[src/rtl/cond_flag_unit_if.sv]
// Flag/condition interface between the decoder/ALU side (master) and
// the condition-flag unit (slave).
interface cond_flag_unit_if;
  logic [3:0] Cond;
  logic [3:0] ALUFlags;
  logic [1:0] FlagW;
  logic       PCS;
  logic       RegW;
  logic       NoWrite;
  logic       MemW;
  logic       MStart;
  logic       MCycleDone;
  logic       PCSrc;
  logic       RegWrite;
  logic       MemWrite;
  logic       MCycleStart;
  logic       Stall;
  logic       C_Flag;
  logic [3:0] Flags;

  modport master (
    output Cond, ALUFlags, FlagW, PCS, RegW, NoWrite, MemW, MStart, MCycleDone,
    input  PCSrc, RegWrite, MemWrite, MCycleStart, Stall, C_Flag, Flags
  );

  modport slave (
    input  Cond, ALUFlags, FlagW, PCS, RegW, NoWrite, MemW, MStart, MCycleDone,
    output PCSrc, RegWrite, MemWrite, MCycleStart, Stall, C_Flag, Flags
  );
endinterface

[src/rtl/cond_flag_unit.sv]
// Architectural NZCV register, ARM condition evaluation, write gating and
// multi-cycle (MUL/DIV) stall sequencing.
module cond_flag_unit #(
  parameter logic [3:0] FLAG_RST   = 4'b0000,
  parameter logic       COND_NV_EX = 1'b1
) (
  input  logic           CLK,
  input  logic           RESET,
  cond_flag_unit_if.slave bus
);

  typedef enum logic {
    IDLE = 1'b0,
    BUSY = 1'b1
  } state_t;

  state_t     state_r;
  logic [3:0] flags_r;
  logic       pend_nz_r;
  logic       cond_ex_s;
  logic       pc_src_s;
  logic       reg_write_s;
  logic       mem_write_s;
  logic       mcycle_start_s;
  logic       stall_s;

  // ARM condition table over the registered {N,Z,C,V}
  function automatic logic cond_eval(input logic [3:0] cond, input logic [3:0] nzcv);
    logic n, z, c, v;
    logic res;
    {n, z, c, v} = nzcv;
    case (cond)
      4'b0000: res = z;
      4'b0001: res = !z;
      4'b0010: res = c;
      4'b0011: res = !c;
      4'b0100: res = n;
      4'b0101: res = !n;
      4'b0110: res = v;
      4'b0111: res = !v;
      4'b1000: res = c & !z;
      4'b1001: res = !c | z;
      4'b1010: res = (n == v);
      4'b1011: res = (n != v);
      4'b1100: res = !z & (n == v);
      4'b1101: res = z | (n != v);
      4'b1110: res = 1'b1;
      4'b1111: res = COND_NV_EX;
      default: res = 1'b0;
    endcase
    return res;
  endfunction

  assign cond_ex_s = cond_eval(bus.Cond, flags_r);

  // Gated write enables, start pulse and stall for the current cycle
  always_comb begin
    pc_src_s       = 1'b0;
    reg_write_s    = 1'b0;
    mem_write_s    = 1'b0;
    mcycle_start_s = 1'b0;
    stall_s        = 1'b0;
    if (RESET) begin
      stall_s = 1'b0;
    end else begin
      case (state_r)
        IDLE: begin
          if (!bus.MStart) begin
            pc_src_s    = bus.PCS & cond_ex_s;
            reg_write_s = bus.RegW & cond_ex_s & !bus.NoWrite;
            mem_write_s = bus.MemW & cond_ex_s;
          end else if (cond_ex_s) begin
            mcycle_start_s = 1'b1;
            stall_s        = 1'b1;
          end else begin
            stall_s = 1'b0;
          end
        end
        BUSY: begin
          if (bus.MCycleDone) begin
            reg_write_s = 1'b1;
          end else begin
            stall_s = 1'b1;
          end
        end
        default: stall_s = 1'b0;
      endcase
    end
  end

  // Flag register and IDLE/BUSY sequencing; a failed condition leaves both untouched
  always_ff @(posedge CLK) begin
    if (RESET) begin
      state_r   <= IDLE;
      flags_r   <= FLAG_RST;
      pend_nz_r <= 1'b0;
    end else begin
      case (state_r)
        IDLE: begin
          if (bus.MStart) begin
            if (cond_ex_s) begin
              pend_nz_r <= bus.FlagW[1];
              state_r   <= BUSY;
            end
          end else if (cond_ex_s) begin
            if (bus.FlagW[1]) flags_r[3:2] <= bus.ALUFlags[3:2];
            if (bus.FlagW[0]) flags_r[1:0] <= bus.ALUFlags[1:0];
          end
        end
        BUSY: begin
          // Multi-cycle ops only ever update N and Z
          if (bus.MCycleDone) begin
            if (pend_nz_r) flags_r[3:2] <= bus.ALUFlags[3:2];
            state_r <= IDLE;
          end
        end
        default: state_r <= IDLE;
      endcase
    end
  end

  assign bus.PCSrc       = pc_src_s;
  assign bus.RegWrite    = reg_write_s;
  assign bus.MemWrite    = mem_write_s;
  assign bus.MCycleStart = mcycle_start_s;
  assign bus.Stall       = stall_s;
  assign bus.C_Flag      = flags_r[1];
  assign bus.Flags       = flags_r;

endmodule
[src/flat_wrapper.sv]
// flat-port wrapper written by rule: the top's interface ports become plain ports
module cond_flag_unit_flat 
#(
  parameter logic [3:0] FLAG_RST   = 4'b0000,
  parameter logic       COND_NV_EX = 1'b1
)
  (CLK, RESET, bus_Cond, bus_ALUFlags, bus_FlagW, bus_PCS, bus_RegW, bus_NoWrite, bus_MemW, bus_MStart, bus_MCycleDone, bus_PCSrc, bus_RegWrite, bus_MemWrite, bus_MCycleStart, bus_Stall, bus_C_Flag, bus_Flags);
  cond_flag_unit_if bus_i ();
  input  logic CLK;
  input  logic RESET;
  input wire logic [$bits(bus_i.Cond)-1:0] bus_Cond;
  input wire logic [$bits(bus_i.ALUFlags)-1:0] bus_ALUFlags;
  input wire logic [$bits(bus_i.FlagW)-1:0] bus_FlagW;
  input wire logic [$bits(bus_i.PCS)-1:0] bus_PCS;
  input wire logic [$bits(bus_i.RegW)-1:0] bus_RegW;
  input wire logic [$bits(bus_i.NoWrite)-1:0] bus_NoWrite;
  input wire logic [$bits(bus_i.MemW)-1:0] bus_MemW;
  input wire logic [$bits(bus_i.MStart)-1:0] bus_MStart;
  input wire logic [$bits(bus_i.MCycleDone)-1:0] bus_MCycleDone;
  output wire logic [$bits(bus_i.PCSrc)-1:0] bus_PCSrc;
  output wire logic [$bits(bus_i.RegWrite)-1:0] bus_RegWrite;
  output wire logic [$bits(bus_i.MemWrite)-1:0] bus_MemWrite;
  output wire logic [$bits(bus_i.MCycleStart)-1:0] bus_MCycleStart;
  output wire logic [$bits(bus_i.Stall)-1:0] bus_Stall;
  output wire logic [$bits(bus_i.C_Flag)-1:0] bus_C_Flag;
  output wire logic [$bits(bus_i.Flags)-1:0] bus_Flags;
  assign bus_i.Cond = bus_Cond;
  assign bus_i.ALUFlags = bus_ALUFlags;
  assign bus_i.FlagW = bus_FlagW;
  assign bus_i.PCS = bus_PCS;
  assign bus_i.RegW = bus_RegW;
  assign bus_i.NoWrite = bus_NoWrite;
  assign bus_i.MemW = bus_MemW;
  assign bus_i.MStart = bus_MStart;
  assign bus_i.MCycleDone = bus_MCycleDone;
  assign bus_PCSrc = bus_i.PCSrc;
  assign bus_RegWrite = bus_i.RegWrite;
  assign bus_MemWrite = bus_i.MemWrite;
  assign bus_MCycleStart = bus_i.MCycleStart;
  assign bus_Stall = bus_i.Stall;
  assign bus_C_Flag = bus_i.C_Flag;
  assign bus_Flags = bus_i.Flags;
  cond_flag_unit #(.FLAG_RST(FLAG_RST), .COND_NV_EX(COND_NV_EX)) u_core (.CLK(CLK), .RESET(RESET), .bus(bus_i));
endmodule
[config.mk]
export PLATFORM = sky130hd
export DESIGN_NAME = cond_flag_unit_flat
export DESIGN_NICKNAME = d
export VERILOG_FILES = /design/src/rtl/cond_flag_unit_if.sv /design/src/rtl/cond_flag_unit.sv /design/src/flat_wrapper.sv
export SDC_FILE = /design/constraint.sdc
export NUM_CORES = 1
export LEC_CHECK = 0
export CAP_MARGIN = 10
export CORE_UTILIZATION = 42
export CTS_CLUSTER_SIZE = 14
export DETAILED_ROUTE_END_ITERATION = 8
export GPL_TIMING_DRIVEN = 0
export PLACE_DENSITY = 0.94
export SLEW_MARGIN = 40
export SYNTH_ARGS = -nofsm -noshare
export SYNTH_HDL_FRONTEND = slang
export SYNTH_SLANG_ARGS = --single-unit
[constraint.sdc]
create_clock -name CLK -period 6.32 [get_ports CLK]
set_input_delay 1.264 -clock CLK [delete_from_list [all_inputs] [get_ports CLK]]
set_output_delay 1.264 -clock CLK [all_outputs]
set_load 0.02 [all_outputs]
==> impl_table.tex, run 1 <==
\begin{tabular}{lr}
\hline
Metric & Value \\
\hline
\multicolumn{2}{l}{\textbf{Pwr}} \\
Clock share of power & 0.281 \\
Net switching power & 37.7 uW \\
Peak supply drop & 0.0879 mV \\
Sequential group share of total power & 0.340 \\
P\_int & 88.2 uW \\
Total design power & 126 uW \\
Leakage Power & 0.000310 uW \\
Switching share of total power & 0.300 \\
Power per cell area & 146 nW/um\^{}2 \\
Comb pwr share & 0.379 \\
\multicolumn{2}{l}{\textbf{Die}} \\
Height of the chip & 39.1 um \\
Ports & 28 \\
Die footprint & 1530 um\^{}2 \\
Row count & 13 \\
Horiz. Die Dim & 39.1 um \\
Core box area & 1280 um\^{}2 \\
Initial Util & 0.450 \\
\multicolumn{2}{l}{\textbf{Clocking}} \\
Post-CTS Repair Setup Buffers & 0 \\
Clock tree from TritonCTS & done \\
Later-pin clock latency in the skew report & 0.24 ns \\
Root buffer cell & sky130\_fd\_sc\_hd\_\_clkbuf\_4 \\
Resized cells post-CTS & 0 \\
Level count of the clock H-tree & 1 \\
Clock transition at the register clock pins on the worst setup and hold paths after CTS & 0.04 ns \\
Worst-case clock buffer depth & 2 \\
Total of hold buffers inserted after clock tree synthesis & 0 \\
Number of buffers created by CTS & 3 \\
Clock sink total & 6 \\
\multicolumn{2}{l}{\textbf{Timing}} \\
Final worst hold slack & 0.480 ns \\
Unrepaired setup endpoints after global routing & false \\
Layout Skew & 0.00412 ns \\
Final number of max-transition violations & 0 \\
Post-route fraction of the period consumed by the critical path & 0.837 \\
Endpoints failing setup & 0 \\
Setup TNS & 0 ns \\
Slew of the pin with the lowest slew margin & 0.542 ns \\
Shortest period the worst path allows & 5.29 ns \\
Final hold vios & 0 \\
Headroom to the max-slew limit & 0.636 \\
Timing-limited maximum frequency & 189 MHz \\
\multicolumn{2}{l}{\textbf{Yosys}} \\
Compound-cell area share of the yosys netlist & 0.186 \\
Main combinational cell family by area after synthesis & simple AND/OR/NAND/NOR gates \\
Top cell type's share of synthesized area & 0.208 \\
Cell count after synthesis & 72 \\
Post-synthesis adder-cell area fraction & 0 \\
Cell types with the largest area share after synthesis & sky130\_fd\_sc\_hd\_\_dfxtp\_1, sky130\_fd\_sc\_hd\_\_nand2b\_1, sky130\_fd\_sc\_hd\_\_a21oi\_1, sky130\_fd\_sc\_hd\_\_mux2i\_1, sky130\_fd\_sc\_hd\_\_buf\_6 \\
Total nets after synthesis & 90 \\
Post-synthesis sequential element count & 6 \\
Sequential fraction of the synthesis area & 0.208 \\
XOR/XNOR share of the synthesized area & 0.0303 \\
Post-synthesis mux area share & 0.0519 \\
Warnings, synthesis & 0 \\
Simple-gate area share of the yosys netlist & 0.433 \\
Syn Std Cell Area & 578 um\^{}2 \\
Avg Inst Size Synth & 8.03 um\^{}2 \\
Unique cell type count in the Yosys netlist & 35 \\
Library cell occupying the most area in the post-synthesis netlist & sky130\_fd\_sc\_hd\_\_dfxtp\_1 \\
\multicolumn{2}{l}{\textbf{Critical path}} \\
Launching point of the worst reg2reg path & u\_core.bus.Flags[2] \\
Required @ worst endpoint & 5.06 ns \\
Capturing element type of the critical path & output pin \\
Path type of the worst setup path & in2out \\
Register-to-register setup slack & 4.20 ns \\
Worst endpoint data arrival time & 4.02 ns \\
Depth of the worst register-to-register path & 6 \\
Capture point of the worst reg-to-reg path & u\_core.state\_r \\
Critical path peak fanout & 10 \\
Sort of element at the start of the critical path & input port \\
\multicolumn{2}{l}{\textbf{Detailed routing}} \\
Starting DRT DRC Count & 10 \\
Routed wire length & 1340 um \\
Drc violations & 0 \\
Routed wire length per instance & 11.7 um \\
Vias after detailed routing & 615 \\
Final antenna-violating net count & 0 \\
Number of iterations in the first detailed-routing pass & 4 \\
Post-detailed-route via-to-cell ratio & 5.39 \\
\multicolumn{2}{l}{\textbf{Global routing}} \\
Maximum number of pins on one net before global-route repair & 11 \\
Number of antenna violations at the first check in global routing & 0 \\
Via count of the first global-routing pass & 595 \\
Total global routing overflow & 0 \\
GRT Overall Usage & 0.216 \\
Wire length of the first global-routing pass & 2330 um \\
\multicolumn{2}{l}{\textbf{Place}} \\
Sum of net half-perimeters after detailed placement & 1060 um \\
RD Place Congestion & 0.719 \\
Cell Area, Placed & 837 um\^{}2 \\
Quantity of I/O buffers inserted on ports & 24 \\
\multicolumn{2}{l}{\textbf{Hold path}} \\
Hold path startpoint & u\_core.pend\_nz\_r \\
Worst hold endpoint & u\_core.pend\_nz\_r \\
Worst hold path depth & 2 \\
Class of the tightest hold or removal check & reg2reg \\
\multicolumn{2}{l}{\textbf{Final layout}} \\
Combined area of the multi-input logic cells & 405 um\^{}2 \\
Area growth, synth to finish & 48.7\% \\
Layout cells sized above 1 & 0.141 \\
Final design utilization & 0.669 \\
Design Area, Final & 860 um\^{}2 \\
Fill cell total of the finished layout & 96 \\
Number of antenna diodes & 0 \\
Nets & 119 \\
FF/Latch Area & 120 um\^{}2 \\
\multicolumn{2}{l}{\textbf{Status}} \\
Result of the run & finished, final reports clean \\
\multicolumn{2}{l}{\textbf{Flow run}} \\
Number of maximum-capacitance violations & 0 \\
\hline
\end{tabular}
-- power groups by stage --
stage	registers, uW	clock network, uW	logic [uW]
after floorplan	44.4	0	27.1
after global placement	43.3	0	46.3
after detailed placement	43.5	0	47.6
after CTS	42.8	35.8	47.8
after global routing	43.1	40.1	51.9
final	42.8	35.4	47.7
-- worst max-delay path, cell delays in order --
cell                              delay [ns]
sky130_fd_sc_hd__clkdlybuf4s50_1        0.49
sky130_fd_sc_hd__buf_2                  0.22
sky130_fd_sc_hd__and4bb_1               0.21
sky130_fd_sc_hd__a211oi_1               0.05
sky130_fd_sc_hd__o2111ai_1              0.28
sky130_fd_sc_hd__a211oi_2               0.12
sky130_fd_sc_hd__or4b_4                 0.56
sky130_fd_sc_hd__a21oi_1                0.20
sky130_fd_sc_hd__clkdlybuf4s50_1        0.64
-- flip-flops by register name, indices dropped and copies added (netlist names) --
signal and flops:
u_core.bus.Flags 4, u_core.state_r 1, u_core.pend_nz_r 1
-- cell families after synthesis --
logic type / Yosys count
buffers and inverters: 8
AOI/OAI and AO/OA: 16
DFF: 6
and+or+nand+nor: 37
xor gates and xnor gates: 2
muxes: 3
-- how the worst max path moves through the flow --
stage	from	to	slack, ns
after global routing	bus_Cond[1]	bus_Stall	0.87
after floorplan	bus_Cond[3]	bus_Stall	1.93
after detailed placement	bus_Cond[1]	bus_Stall	1.04
final	bus_Cond[1]	bus_Stall	1.03
after CTS	bus_Cond[1]	bus_Stall	1.02
after global placement	bus_Cond[1]	bus_Stall	1.11
-- layout by cell type (no fill, tap or decap), types with 2 or more instances in the layout --
cell,instances
sky130_fd_sc_hd__clkdlybuf4s50_1,24
sky130_fd_sc_hd__nand2b_1,9
sky130_fd_sc_hd__a21oi_1,6
sky130_fd_sc_hd__dfxtp_1,6
sky130_fd_sc_hd__nand2_1,5
sky130_fd_sc_hd__buf_2,3
sky130_fd_sc_hd__nand3_1,3
sky130_fd_sc_hd__nor2_1,3
sky130_fd_sc_hd__nor3b_1,3
sky130_fd_sc_hd__mux2i_1,3
sky130_fd_sc_hd__clkbuf_4,3
sky130_fd_sc_hd__buf_6,2
sky130_fd_sc_hd__nor3_1,2
sky130_fd_sc_hd__o211ai_1,2
sky130_fd_sc_hd__or3b_1,2
sky130_fd_sc_hd__o21ai_0,2
-- synth_stat cells --
cell,count
sky130_fd_sc_hd__nand2b_1,9
sky130_fd_sc_hd__a21oi_1,6
sky130_fd_sc_hd__dfxtp_1,6
sky130_fd_sc_hd__nand2_1,5
sky130_fd_sc_hd__buf_2,3
sky130_fd_sc_hd__mux2i_1,3
sky130_fd_sc_hd__nand3_1,3
sky130_fd_sc_hd__nor2_1,3
sky130_fd_sc_hd__nor3b_1,3
sky130_fd_sc_hd__buf_6,2
sky130_fd_sc_hd__nor3_1,2
sky130_fd_sc_hd__o211ai_1,2
sky130_fd_sc_hd__o21ai_0,2
sky130_fd_sc_hd__or3b_1,2
sky130_fd_sc_hd__a211oi_1,1
sky130_fd_sc_hd__a211oi_2,1
sky130_fd_sc_hd__a22oi_1,1
sky130_fd_sc_hd__a311o_2,1
sky130_fd_sc_hd__and3b_1,1
sky130_fd_sc_hd__and4bb_1,1
sky130_fd_sc_hd__buf_4,1
sky130_fd_sc_hd__clkbuf_1,1
sky130_fd_sc_hd__inv_1,1
sky130_fd_sc_hd__nand4_1,1
sky130_fd_sc_hd__nand4b_1,1
sky130_fd_sc_hd__nand4bb_1,1
sky130_fd_sc_hd__nor2b_1,1
sky130_fd_sc_hd__nor4b_2,1
sky130_fd_sc_hd__o2111ai_1,1
sky130_fd_sc_hd__o21ai_1,1
sky130_fd_sc_hd__or3b_2,1
sky130_fd_sc_hd__or4_1,1
sky130_fd_sc_hd__or4b_4,1
sky130_fd_sc_hd__xnor2_1,1
sky130_fd_sc_hd__xor2_1,1
-- stage by stage --
stage          instances  setup WS (ns)
3_3_place_gp         111           1.11
3_5_place_dp         111           1.04
2_1_floorplan         72           1.93
4_1_cts              114           1.02
5_1_grt              114          0.874
6_report             114           1.03
-- per-layer routing --
layer	GRT usage	vias to the layer above	routed length (um)
li1	-	319	-
met5	0	-	0
met3	0.0405	2	89
met1	0.240	265	574
met2	0.413	29	665
met4	0.0517	0	8
-- layout make-up --
| cell class | instances | area share |
|---|---|---|
| buffer | 7 | 0.0568 |
| clock buffer | 3 | 0.0262 |
| inverter | 1 | 0.00437 |
| multi-input combinational | 58 | 0.472 |
| sequential | 6 | 0.140 |
| tap | 15 | 0.0218 |
| timing repair buffer | 24 | 0.279 |
(Power assumes the default switching activity.)
==> inputs of run 2 (changes only) <==
CORE_UTILIZATION = 35   (was 42)
PLACE_DENSITY = 0.84   (was 0.94)
clock period = 4.31 ns   (was 6.32 ns; I/O delays follow)
==> impl_table.tex, run 2 (same netlist as run 1, synthesis figures left out) <==
\begin{tabular}{lr}
\hline
Metric & Value \\
\hline
\multicolumn{2}{l}{\textbf{Critical path}} \\
Sort of element at the start of the critical path & input port \\
Depth of the worst register-to-register path & 6 (unchanged) \\
Capturing element type of the critical path & output pin \\
Register-to-register setup slack & 2.15 ns (-2.05 ns) \\
Path type of the worst setup path & in2out \\
Worst endpoint data arrival time & 3.31 ns (-0.71 ns) \\
Required @ worst endpoint & 3.45 ns (-1.61 ns) \\
Critical path peak fanout & 10 (unchanged) \\
\multicolumn{2}{l}{\textbf{Flow run}} \\
Number of maximum-capacitance violations & 0 (unchanged) \\
\multicolumn{2}{l}{\textbf{Clocking}} \\
Clock sink total & 6 (unchanged) \\
Later-pin clock latency in the skew report & 0.24 ns (about the same) \\
Root buffer cell & sky130\_fd\_sc\_hd\_\_clkbuf\_4 \\
Clock transition at the register clock pins on the worst setup and hold paths after CTS & 0.04 ns (about the same) \\
Post-CTS Repair Setup Buffers & 0 (unchanged) \\
Resized cells post-CTS & 2 (+2) \\
Number of buffers created by CTS & 3 (unchanged) \\
Level count of the clock H-tree & 1 (unchanged) \\
Clock tree from TritonCTS & done \\
Worst-case clock buffer depth & 2 (unchanged) \\
Total of hold buffers inserted after clock tree synthesis & 0 (unchanged) \\
\multicolumn{2}{l}{\textbf{Final layout}} \\
Layout cells sized above 1 & 0.141 (unchanged) \\
Nets & 119 (unchanged) \\
Area growth, synth to finish & 48.7\% (unchanged) \\
Final design utilization & 0.564 (-0.105) \\
Most frequent cells in the layout & sky130\_fd\_sc\_hd\_\_clkdlybuf4s50\_1, sky130\_fd\_sc\_hd\_\_nand2b\_1, sky130\_fd\_sc\_hd\_\_a21oi\_1, sky130\_fd\_sc\_hd\_\_dfxtp\_1, sky130\_fd\_sc\_hd\_\_nand2\_1 \\
Fin cells & 115 (+0.88\%) \\
Number of antenna diodes & 0 (unchanged) \\
Flip-flop count of the largest register after layout & 4 (unchanged) \\
Most frequent standard cell in the layout excluding fill and tap cells & sky130\_fd\_sc\_hd\_\_clkdlybuf4s50\_1 \\
\multicolumn{2}{l}{\textbf{Timing}} \\
Unrepaired setup endpoints after global routing & false \\
Final worst hold slack & 0.484 ns (+0.00365 ns) \\
Timing-limited maximum frequency & 240 MHz \\
Final number of max-transition violations & 0 (unchanged) \\
Slew of the pin with the lowest slew margin & 0.495 ns (-0.0467 ns) \\
Layout Skew & 0.00171 ns (-0.00240 ns) \\
Final hold vios & 0 (unchanged) \\
Endpoints failing setup & 0 (unchanged) \\
Post-route fraction of the period consumed by the critical path & 0.968 \\
Headroom to the max-slew limit & 0.667 (+0.0314) \\
Shortest period the worst path allows & 4.17 ns \\
Final setup margin & 0.140 ns (-0.894 ns) \\
\multicolumn{2}{l}{\textbf{Die}} \\
Die footprint & 1820 um\^{}2 (+19\%) \\
Height of the chip & 42.6 um (+9.1\%) \\
Initial Util & 0.379 (-0.0705) \\
Core box area & 1520 um\^{}2 (+19\%) \\
Horiz. Die Dim & 42.6 um (+9.1\%) \\
Row count & 14 (+1) \\
Ports & 28 (unchanged) \\
\multicolumn{2}{l}{\textbf{Global routing}} \\
Wire length of the first global-routing pass & 2280 um (-1.8\%) \\
GRT Overall Usage & 0.161 (-0.0555) \\
Number of antenna violations at the first check in global routing & 0 (unchanged) \\
Maximum number of pins on one net before global-route repair & 11 (unchanged) \\
Total global routing overflow & 0 (unchanged) \\
Via count of the first global-routing pass & 572 (-3.9\%) \\
\multicolumn{2}{l}{\textbf{Detailed routing}} \\
Routed wire length & 1410 um (+5.7\%) \\
Starting DRT DRC Count & 22 (+12) \\
Number of iterations in the first detailed-routing pass & 4 (unchanged) \\
Routed wire length per instance & 12.3 um (+4.8\%) \\
Drc violations & 0 (unchanged) \\
Post-detailed-route via-to-cell ratio & 5.64 (+4.6\%) \\
Vias after detailed routing & 649 (+5.5\%) \\
Final antenna-violating net count & 0 (unchanged) \\
\multicolumn{2}{l}{\textbf{Hold path}} \\
Worst hold path depth & 2 (unchanged) \\
Class of the tightest hold or removal check & reg2reg \\
\multicolumn{2}{l}{\textbf{Place}} \\
Placement-stage worst setup slack & -0.148 ns (-1.19 ns) \\
Sum of net half-perimeters after detailed placement & 1130 um (+6.6\%) \\
RD Place Congestion & 0.746 (+3.8\%) \\
Placed Instances & 112 (+0.90\%) \\
Quantity of I/O buffers inserted on ports & 24 (unchanged) \\
\multicolumn{2}{l}{\textbf{Pwr}} \\
Leakage Power & 0.000315 uW (+1.7\%) \\
Peak supply drop & 0.167 mV (+90\%) \\
Power per cell area & 214 nW/um\^{}2 (+46\%) \\
\multicolumn{2}{l}{\textbf{Status}} \\
Result of the run & finished, final reports clean \\
\hline
\end{tabular}
run 2: report_power, final:
| part | internal, uW | switching, uW |
|---|---|---|
| Clock | 31.5 | 19.9 |
| Sequential | 59.0 | 3.80 |
| Combinational | 37.9 | 31.9 |
run 2: final cells by class:
class / count / area [um^2]
Timing Repair Buffer: 24 / 239
Sequential cell: 6 / 120
Inverter: 1 / 3.75
Tap cell: 16 / 20.0
Clock buffer: 3 / 22.5
Buffer: 7 / 48.8
Fill cell: 147 / 664
Multi-Input combinational cell: 58 / 405
run 2: through the flow:
step | cell area (um^2) | power (uW) | TNS (ns)
floorplan | 578 | 105 | 0
global placement | 838 | 132 | -0.139
detailed placement | 838 | 134 | -0.194
CTS | 858 | 184 | 0
global route | 860 | 195 | 0
finish | 860 | 184 | 0
run 2: worst max-delay path, cell delays in order:
cell and delay, ns:
sky130_fd_sc_hd__clkdlybuf4s50_1 0.48, sky130_fd_sc_hd__buf_2 0.21, sky130_fd_sc_hd__and4bb_1 0.21, sky130_fd_sc_hd__a211oi_1 0.04, sky130_fd_sc_hd__o2111ai_1 0.28, sky130_fd_sc_hd__a211oi_2 0.13
sky130_fd_sc_hd__or4b_4 0.56, sky130_fd_sc_hd__a21oi_1 0.20, sky130_fd_sc_hd__clkdlybuf4s15_1 0.33
run 2: worst paths after layout:
check | to | start
max reg2reg | u_core.state_r | u_core.bus.Flags[2]
max | bus_Stall | bus_Cond[1]
min | u_core.pend_nz_r | u_core.pend_nz_r
min reg2reg | u_core.pend_nz_r | u_core.pend_nz_r
run 2: per-layer routing:
metal,share of wire,track usage
met5,0,0
met4,0.0099,0.0750
met3,0.045,0.0259
met2,0.54,0.303
met1,0.41,0.169
==> inputs of run 3 (changes only) <==
SKIP_CTS_REPAIR_TIMING = 1   (was not set)
==> impl_table.tex, run 3 (same netlist as run 1, synthesis figures left out) <==
\begin{tabular}{lr}
\hline
Metric & Value \\
\hline
\multicolumn{2}{l}{\textbf{Final layout}} \\
Fill cell total of the finished layout & 143 (-2.7\%) \\
Area growth, synth to finish & 49.8\% \\
Flip-flop count of the largest register after layout & 4 (unchanged) \\
Layout cells sized above 1 & 0.141 (unchanged) \\
Nets & 119 (unchanged) \\
Most frequent cells in the layout & sky130\_fd\_sc\_hd\_\_clkdlybuf4s50\_1, sky130\_fd\_sc\_hd\_\_nand2b\_1, sky130\_fd\_sc\_hd\_\_a21oi\_1, sky130\_fd\_sc\_hd\_\_dfxtp\_1, sky130\_fd\_sc\_hd\_\_nand2\_1 \\
Most frequent standard cell in the layout excluding fill and tap cells & sky130\_fd\_sc\_hd\_\_clkdlybuf4s50\_1 \\
Number of antenna diodes & 0 (unchanged) \\
\multicolumn{2}{l}{\textbf{Critical path}} \\
Critical path peak fanout & 10 (unchanged) \\
Critical path's slowest cell & sky130\_fd\_sc\_hd\_\_clkdlybuf4s50\_1 \\
Sort of element at the start of the critical path & input port \\
Worst endpoint data arrival time & 3.27 ns (-0.04 ns) \\
CP Cell Sequence & clkdlybuf4s50\_1 -> buf\_2 -> nand3\_1 -> a21oi\_1 -> a311o\_2 -> a211oi\_2 -> nand4bb\_1 -> a21oi\_1 -> clkdlybuf4s50\_1 \\
Path type of the worst setup path & in2out \\
Required @ worst endpoint & 3.45 ns (about the same) \\
Kind of cell adding the most delay to the critical path & buffers and inverters \\
Crit-path max cell delay & 0.56 ns (about the same) \\
Capturing element type of the critical path & output pin \\
Number of buffer and inverter instances along the worst setup path & 3 (unchanged) \\
\multicolumn{2}{l}{\textbf{Detailed routing}} \\
Routed wire length & 1420 um (+0.50\%) \\
Vias after detailed routing & 650 (+0.15\%) \\
Routed wire length per instance & 12.3 um (+0.50\%) \\
Drc violations & 0 (unchanged) \\
Number of iterations in the first detailed-routing pass & 4 (unchanged) \\
Post-detailed-route via-to-cell ratio & 5.65 (+0.15\%) \\
Final antenna-violating net count & 0 (unchanged) \\
Starting DRT DRC Count & 23 (+4.5\%) \\
\multicolumn{2}{l}{\textbf{Die}} \\
Row count & 14 (unchanged) \\
Ports & 28 (unchanged) \\
Die footprint & 1820 um\^{}2 (unchanged) \\
Height of the chip & 42.6 um (unchanged) \\
Horiz. Die Dim & 42.6 um (unchanged) \\
Core box area & 1520 um\^{}2 (unchanged) \\
Initial Util & 0.379 (unchanged) \\
\multicolumn{2}{l}{\textbf{Timing}} \\
Headroom to the max-slew limit & 0.663 (-0.00400) \\
Unrepaired setup endpoints after global routing & false \\
Final number of max-transition violations & 0 (unchanged) \\
Layout Skew & 0.00132 ns (-0.000394 ns) \\
Shortest period the worst path allows & 4.13 ns (-0.0427 ns) \\
Final setup margin & 0.182 ns (+0.0427 ns) \\
Endpoints failing setup & 0 (unchanged) \\
Timing-limited maximum frequency & 242 MHz (+1.0\%) \\
Slew of the pin with the lowest slew margin & 0.501 ns (+0.00595 ns) \\
Final hold vios & 0 (unchanged) \\
Post-route fraction of the period consumed by the critical path & 0.958 (-0.00990) \\
\multicolumn{2}{l}{\textbf{Hold path}} \\
Class of the tightest hold or removal check & reg2reg \\
\multicolumn{2}{l}{\textbf{Clocking}} \\
Root buffer cell & sky130\_fd\_sc\_hd\_\_clkbuf\_4 \\
Clock tree from TritonCTS & done \\
Worst-case clock buffer depth & 2 (unchanged) \\
Later-pin clock latency in the skew report & 0.24 ns (about the same) \\
Clock transition at the register clock pins on the worst setup and hold paths after CTS & 0.04 ns (about the same) \\
Level count of the clock H-tree & 1 (unchanged) \\
Number of buffers created by CTS & 3 (unchanged) \\
Clock sink total & 6 (unchanged) \\
\multicolumn{2}{l}{\textbf{Flow run}} \\
Number of maximum-capacitance violations & 0 (unchanged) \\
\multicolumn{2}{l}{\textbf{Global routing}} \\
Via count of the first global-routing pass & 572 (unchanged) \\
Number of antenna violations at the first check in global routing & 0 (unchanged) \\
Maximum number of pins on one net before global-route repair & 11 (unchanged) \\
GRT Overall Usage & 0.161 (unchanged) \\
Wire length of the first global-routing pass & 2280 um (unchanged) \\
Total global routing overflow & 0 (unchanged) \\
\multicolumn{2}{l}{\textbf{Place}} \\
RD Place Congestion & 0.746 (unchanged) \\
Placement-stage worst setup slack & -0.148 ns (unchanged) \\
Sum of net half-perimeters after detailed placement & 1130 um (unchanged) \\
Quantity of I/O buffers inserted on ports & 24 (unchanged) \\
\multicolumn{2}{l}{\textbf{Pwr}} \\
Total design power & 184 uW (+0.17\%) \\
Leakage Power & 0.000343 uW (+8.9\%) \\
Peak supply drop & 0.167 mV (-0.35\%) \\
Power per cell area & 213 nW/um\^{}2 (-0.56\%) \\
\multicolumn{2}{l}{\textbf{Status}} \\
Result of the run & finished, final reports clean \\
\hline
\end{tabular}
[run 3: changes by cell type in the layout (fill, tap and decap cells not counted)]
cell | before | now
sky130_fd_sc_hd__clkdlybuf4s15_1 | 1 | 0
sky130_fd_sc_hd__dlygate4sd2_1 | 1 | 0
sky130_fd_sc_hd__dlymetal6s2s_1 | 0 | 2
[run 3: final timing paths]
| kind | startpoint | endpoint | slack (ns) | depth (start not counted) |
|---|---|---|---|---|
| max | bus_Cond[1] | bus_RegWrite | 0.18 | 9 |
| min | u_core.pend_nz_r | u_core.pend_nz_r | 0.49 | 2 |
| max reg2reg | u_core.bus.Flags[2] | u_core.state_r | 2.17 | 6 |
| min reg2reg | u_core.pend_nz_r | u_core.pend_nz_r | 0.49 | 2 |
[run 3: report_power, final]
group | leakage, uW | switching, uW | internal [uW] | total (uW)
clock | 0.0000138 | 19.7 | 31.5 | 51.2
sequential | 0.0000489 | 3.81 | 59.1 | 62.9
combinational | 0.000280 | 31.9 | 38.5 | 70.4
total | 0.000343 | 55.4 | 129 | 184
[run 3: tightest hold or removal path, cell delays in order (launching register included)]
cell and delay (ns):
sky130_fd_sc_hd__dfxtp_1 0.31, sky130_fd_sc_hd__nand2b_1 0.06, sky130_fd_sc_hd__mux2i_1 0.06
[run 3: through the flow]
stage	area (um^2)	TNS [ns]	hold slack [ns]	utilization	std cells
floorplan	578	0	0.452	-	72
global placement	838	-0.139	0.469	0.550	112
detailed placement	838	-0.194	0.489	0.550	112
CTS	861	-0.242	0.496	0.565	115
global route	866	0	0.513	0.568	115
finish	866	0	0.486	0.568	115
[run 3: routing by layer]
metal | global-route usage | up-vias | part of all wire
li1 | - | 321 | -
met1 | 0.169 | 301 | 0.40
met2 | 0.303 | 24 | 0.54
met3 | 0.0259 | 4 | 0.051
met4 | 0.0750 | 0 | 0.015
met5 | 0 | - | 0
[run 3: area by class of cell]
class                           instances  area (um^2)  area share
Timing Repair Buffer                   24          245       0.283
Tap cell                               16         20.0      0.0231
Multi-Input combinational cell         58          405       0.468
Clock buffer                            3         22.5      0.0260
Inverter                                1         3.75     0.00434
Buffer                                  7         48.8      0.0564
Sequential cell                         6          120       0.139
